File: src/rtl/mfp_board_io_pkg.sv
// Shared constants and helpers for the board I/O front end.
// Holds the default channel count, the debounce and heartbeat intervals, and the
// function that sizes an interval counter.
package mfp_board_io_pkg;

    localparam int unsigned N_IN_DEFAULT      = 6;
    localparam int unsigned DB_CYCLES_DEFAULT = 500000;   // 10 ms at 50 MHz
    localparam int unsigned HB_CYCLES_DEFAULT = 25000000; // 0.5 s at 50 MHz

    // Width of a counter sized as $clog2(cycles), never narrower than one bit.
    function automatic int unsigned cnt_width(input int unsigned cycles);
        return (cycles < 2) ? 1 : $clog2(cycles);
    endfunction

endpackage

File: src/rtl/mfp_debounce_channel.sv
// One debounced board input channel.
// Ports:
//   clk    - rising-edge clock
//   rst    - synchronous active-high reset
//   raw_in - asynchronous, bouncing input (1 = active)
//   db_out - debounced level
//   rise   - one-cycle pulse after a debounced 0->1 update
//   fall   - one-cycle pulse after a debounced 1->0 update
// The input passes a two-flop synchronizer; the synchronized value must differ
// from db_out for DB_CYCLES consecutive cycles before db_out follows it.
module mfp_debounce_channel
    import mfp_board_io_pkg::*;
#(
    parameter int unsigned DB_CYCLES = DB_CYCLES_DEFAULT
) (
    input  logic clk,
    input  logic rst,
    input  logic raw_in,
    output logic db_out,
    output logic rise,
    output logic fall
);

    localparam int unsigned   CW       = cnt_width(DB_CYCLES + 1);
    localparam logic [CW-1:0] CNT_LAST = CW'(DB_CYCLES - 1);

    logic          s1_q, s2_q;
    logic          db_q, db_d;
    logic          rise_q, rise_d;
    logic          fall_q, fall_d;
    logic [CW-1:0] cnt_q, cnt_d;

    // Any cycle where s2 agrees with db restarts the interval; the counter is
    // cleared on the load cycle so it never wraps.
    always_comb begin
        cnt_d  = '0;
        db_d   = db_q;
        rise_d = 1'b0;
        fall_d = 1'b0;
        if (s2_q != db_q) begin
            if (cnt_q == CNT_LAST) begin
                db_d   = s2_q;
                rise_d = s2_q;
                fall_d = ~s2_q;
            end else begin
                cnt_d = cnt_q + CW'(1);
            end
        end
    end

    always_ff @(posedge clk) begin
        if (rst) begin
            s1_q   <= 1'b0;
            s2_q   <= 1'b0;
            cnt_q  <= '0;
            db_q   <= 1'b0;
            rise_q <= 1'b0;
            fall_q <= 1'b0;
        end else begin
            s1_q   <= raw_in;
            s2_q   <= s1_q;
            cnt_q  <= cnt_d;
            db_q   <= db_d;
            rise_q <= rise_d;
            fall_q <= fall_d;
        end
    end

    assign db_out = db_q;
    assign rise   = rise_q;
    assign fall   = fall_q;

endmodule

File: src/rtl/mfp_board_io_frontend.sv
// Board I/O front end: N_IN debounced switch/button channels plus a registered
// LED source mux selected by debounced channel SEL_CH.
// Ports:
//   clk, rst            - rising-edge clock, synchronous active-high reset
//   raw_in[N_IN]        - raw board inputs (1 = active)
//   led_src_a/b[N_LED]  - LED sources for select = 0 / 1
//   db_out, rise, fall  - per-channel debounced level and edge pulses
//   led[N_LED]          - registered LED drive
// Optional feature: define MFP_BOARD_IO_HEARTBEAT_EN to drive led[N_LED-1] from
// a heartbeat bit toggling every HB_CYCLES cycles instead of from the mux.
module mfp_board_io_frontend
    import mfp_board_io_pkg::*;
#(
    parameter int unsigned N_IN      = N_IN_DEFAULT,
    parameter int unsigned N_LED     = 8,
    parameter int unsigned DB_CYCLES = DB_CYCLES_DEFAULT,
    parameter int unsigned SEL_CH    = 3,
    parameter int unsigned HB_CYCLES = HB_CYCLES_DEFAULT
) (
    input  logic             clk,
    input  logic             rst,
    input  logic [N_IN-1:0]  raw_in,
    input  logic [N_LED-1:0] led_src_a,
    input  logic [N_LED-1:0] led_src_b,
    output logic [N_IN-1:0]  db_out,
    output logic [N_IN-1:0]  rise,
    output logic [N_IN-1:0]  fall,
    output logic [N_LED-1:0] led
);

    for (genvar i = 0; i < int'(N_IN); i++) begin : g_ch
        mfp_debounce_channel #(
            .DB_CYCLES (DB_CYCLES)
        ) u_ch (
            .clk    (clk),
            .rst    (rst),
            .raw_in (raw_in[i]),
            .db_out (db_out[i]),
            .rise   (rise[i]),
            .fall   (fall[i])
        );
    end

`ifdef MFP_BOARD_IO_HEARTBEAT_EN
    localparam int unsigned   HW      = cnt_width(HB_CYCLES);
    localparam logic [HW-1:0] HB_LAST = HW'(HB_CYCLES - 1);

    logic [HW-1:0] hb_cnt_q, hb_cnt_d;
    logic          hb_q, hb_d;

    always_comb begin
        hb_cnt_d = hb_cnt_q + HW'(1);
        hb_d     = hb_q;
        if (hb_cnt_q == HB_LAST) begin
            hb_cnt_d = '0;
            hb_d     = ~hb_q;
        end
    end

    always_ff @(posedge clk) begin
        if (rst) begin
            hb_cnt_q <= '0;
            hb_q     <= 1'b0;
        end else begin
            hb_cnt_q <= hb_cnt_d;
            hb_q     <= hb_d;
        end
    end
`endif

    logic [N_LED-1:0] led_q, led_d;

    always_comb begin
        led_d = db_out[SEL_CH] ? led_src_b : led_src_a;
`ifdef MFP_BOARD_IO_HEARTBEAT_EN
        // Registered copy of the heartbeat, so led[N_LED-1] tracks hb_q exactly.
        led_d[N_LED-1] = hb_d;
`endif
    end

    always_ff @(posedge clk) begin
        if (rst) begin
            led_q <= '0;
        end else begin
            led_q <= led_d;
        end
    end

    assign led = led_q;

endmodule

File: config.mk
export PLATFORM = sky130hd
export DESIGN_NAME = mfp_board_io_frontend
export DESIGN_NICKNAME = d
export VERILOG_FILES = /design/src/rtl/mfp_board_io_pkg.sv /design/src/rtl/mfp_debounce_channel.sv /design/src/rtl/mfp_board_io_frontend.sv
export SDC_FILE = /design/constraint.sdc
export NUM_CORES = 1
export LEC_CHECK = 0
export BUFFER_PORTS_ARGS = -buffer_cell sky130_fd_sc_hd__buf_2
export CELL_PAD_IN_SITES_DETAIL_PLACEMENT = 2
export CELL_PAD_IN_SITES_GLOBAL_PLACEMENT = 2
export CORE_MARGIN = 2
export CORE_UTILIZATION = 25
export DETAILED_ROUTE_END_ITERATION = 16
export PLACE_DENSITY = 0.62
export RECOVER_POWER = 25
export SYNTH_ARGS = -nofsm -noshare
export SYNTH_HDL_FRONTEND = slang
export SYNTH_HIERARCHICAL = 1
export SYNTH_SLANG_ARGS = --single-unit
File: constraint.sdc
create_clock -name clk -period 1.6 [get_ports clk]
set_input_delay 0.08 -clock clk [delete_from_list [all_inputs] [get_ports clk]]
set_output_delay 0.08 -clock clk [all_outputs]
set_load 0.1 [all_outputs]
==> results.yml <==
status:
  run_status: "completed"
logic_synthesis:
  synth_area_leaders: "dfxtp_1, xnor2_1, nor2_1"
  ys_async_sr_fraction_pct: 0
  ys.warnings.count: 6
  yosysTopAreaCell: "dfxtp_1"
  avgSynthCellArea_um2: 9.62
  synth_top_cell_area_share_pct: 42.8
  synth_ff_type: "dfxtp_1"
  netlist_area_mm2: 0.00712
  synthTopCellsByCount: "dfxtp_1, nor2_1, xnor2_1"
  ys_ff_latch: 152
  yosys.cell_types.count: 31
  yosysMostFrequentCell: "dfxtp_1"
  synth_edf_count: 0
  ys_seq_area_share_pct: 42.8
  synth_nets: 770
  netlist_instances: 740
final_layout:
  areaGrowthSynthToFinish_pct: 35.8
  antenna_cells: 0
  nNetsFinal: 942
  fillCellCount: 3089
  seq_area_mm2: 0.00310
  drive_above_1_share_pct: 34.0
  final_area_mm2: 0.00967
  multi_input_area_mm2: 0.00412
timing:
  period_needed_ns: 1.58
  finalCritPeriodShare_pct: 99.0
  clock.fmax_mhz: 631
  worst-slew-pin-transition_ns: 1.47
  skew_ns: 0.00594
  finalSetupViolations: 0
  relSlewSlack_pct: 1.69
  grt_setup_unrepaired: "true"
  tns_ns: 0
  final_hold_viol_count: 0
  slew_violations: 0
routing:
  dr_total_vias: 6003
  wl_per_cell_um: 15.9
  ant_nets: 0
  drt_first_pass_iters: 4
  avgViaCountPerCell: 4.61
  drc: 0
  drtIter0Drc: 175
  totalWireLength_um: 20700
critical_path:
  required_ns: 1.96
  crit_path_end_kind: "register"
  start_kind: "register"
  r2r_slack_ns: 0.02
  critical_path_class: "reg2reg"
  worstPathMaxFanout: 4
  crit_arrival_ns: 1.95
global_route:
  grtUsageTotal_pct: 14.2
  grt_overflow: 0
  grt_antenna_before_repair: 0
  grt_pass1_wl_um: 34300
  grt_pass1_vias: 6627
  grt_max_degree: 30
clock_tree:
  clkTransAtPathRegs_ns: 0.06
  tritoncts: "built"
  cts.sinks: 152
  cts-htree-levels: 4
  cts-buffers-inserted: 17
  clock_latency_ns: 0.44
  cts_root_buf: "clkbuf_16"
  cts_buffer_depth: 2
flow_run:
  cap_violations: 0
floorplan:
  rows: 61
  die-width_um: 173
  core_area_mm2: 0.0279
  fp.dieH_um: 173
  num_io_pins: 50
  die_area_mm2: 0.0298
  start_util_pct: 25.5
pwr:
  power_density_mw_per_mm2: 887
  leakagePower_uw: 0.00340
  ir_worst_vdd_uv: 689
  finalPower_uw: 8570
placed_design:
  hpwl_um: 14200
  routabilityCongestion: 0.730
  place_area_mm2: 0.00842
  port-buffer-count: 49
min_path:
  hold_class: "in2reg"
cell families after synthesis:
group | count (synthesis) | synth area share, %
DFF | 152 | 42.8
buffers and inverters | 44 | 3.16
muxes | 26 | 3.66
adders and majority gates | 6 | 1.05
xor gates and xnor gates | 90 | 11.1
AOI/OAI and AO/OA | 24 | 2.00
and+or+nand+nor | 398 | 36.3
critical path, cell delays in order, from the launching register on:
cell,delay (ns)
dfxtp_2,0.34
or4b_4,0.55
nor4_4,0.41
mux2i_1,0.21
cells in the final DEF (no fill, tap or decap), types with 7 or more instances in the layout:
cell,n
nor2_1,116
dfxtp_1,107
buf_4,100
xnor2_1,72
dfxtp_2,44
nand3_1,37
nor4_1,34
nand2_1,30
buf_2,29
mux2i_1,25
inv_1,24
nand4_1,24
nor4_4,19
clkbuf_2,19
nor3_1,18
nor2b_1,18
nand2b_1,18
a21oi_1,18
xor2_1,18
dlygate4sd3_1,18
clkbuf_16,17
nor4_2,13
nand3_2,7
flip-flops by register name (all words and copies together) (netlist names):
signal / flops
g_ch.u_ch/s2_q: 6
g_ch.u_ch/cnt_q: 114
g_ch.u_ch/db_out: 6
g_ch.u_ch/rise: 6
g_ch.u_ch/s1_q: 6
g_ch.u_ch/fall: 6
led: 8
path summary, 6_finish.rpt:
| check | startpoint | to | cells after the start |
|---|---|---|---|
| max | g_ch[1].u_ch/cnt_q[11]$_SDFF_PP0_ | g_ch[1].u_ch/db_out$_SDFFE_PP0P_ | 3 |
| min | led_src_b[4] | led[4]$_SDFF_PP0_ | 4 |
| max reg2reg | g_ch[1].u_ch/cnt_q[11]$_SDFF_PP0_ | g_ch[1].u_ch/db_out$_SDFFE_PP0P_ | 3 |
| min reg2reg | g_ch[0].u_ch/s1_q$_SDFF_PP0_ | g_ch[0].u_ch/s2_q$_SDFF_PP0_ | 1 |
layer usage:
layer  vias to the layer above  routed length (µm)  GRT usage, %
met2                        62               10600          25.3
met1                      2969                9390          17.2
met5                         -                   0             0
li1                       2953                   -             -
met4                         0                 244          4.45
met3                        19                 443          2.68
what timing repair did:
item | CTS | global route
hold endpoints to repair | 12 | 0
setup endpoints to repair | 29 | 93
buffers inserted | 5 | 9
pin swaps | 9 | 29
hold buffers | 18 | 0
resized for setup | 20 | 73
area by class of cell:
type | count | share of cell area, %
tap | 378 | 4.89
sequential | 152 | 32.1
clock buffer | 18 | 4.54
multi-input combinational | 544 | 42.6
inverter | 24 | 0.932
timing repair buffer | 173 | 12.9
clock inverter | 13 | 2.10
power by group:
group	leakage [µW]	switching, µW	internal, µW	total [µW]
clock	0.000312	1670	2790	4460
combinational	0.00184	175	108	283
sequential	0.00125	15.9	3810	3830
per-stage QoR:
step | cells | hold slack (ns) | setup WS, ns | utilization (%)
after global placement | 1240 | 0.295 | 0.00348 | 30.1
final | 1302 | 0.0476 | 0.0157 | 34.6
after global routing | 1302 | 0.0803 | -0.0634 | 34.6
after CTS | 1294 | 0.0473 | -0.00128 | 33.5
after floorplan | 740 | 0.152 | 0.0102 | -
after detailed placement | 1240 | 0.301 | -0.0564 | 30.1
No activity file was read; power rests on OpenSTA's default activity.
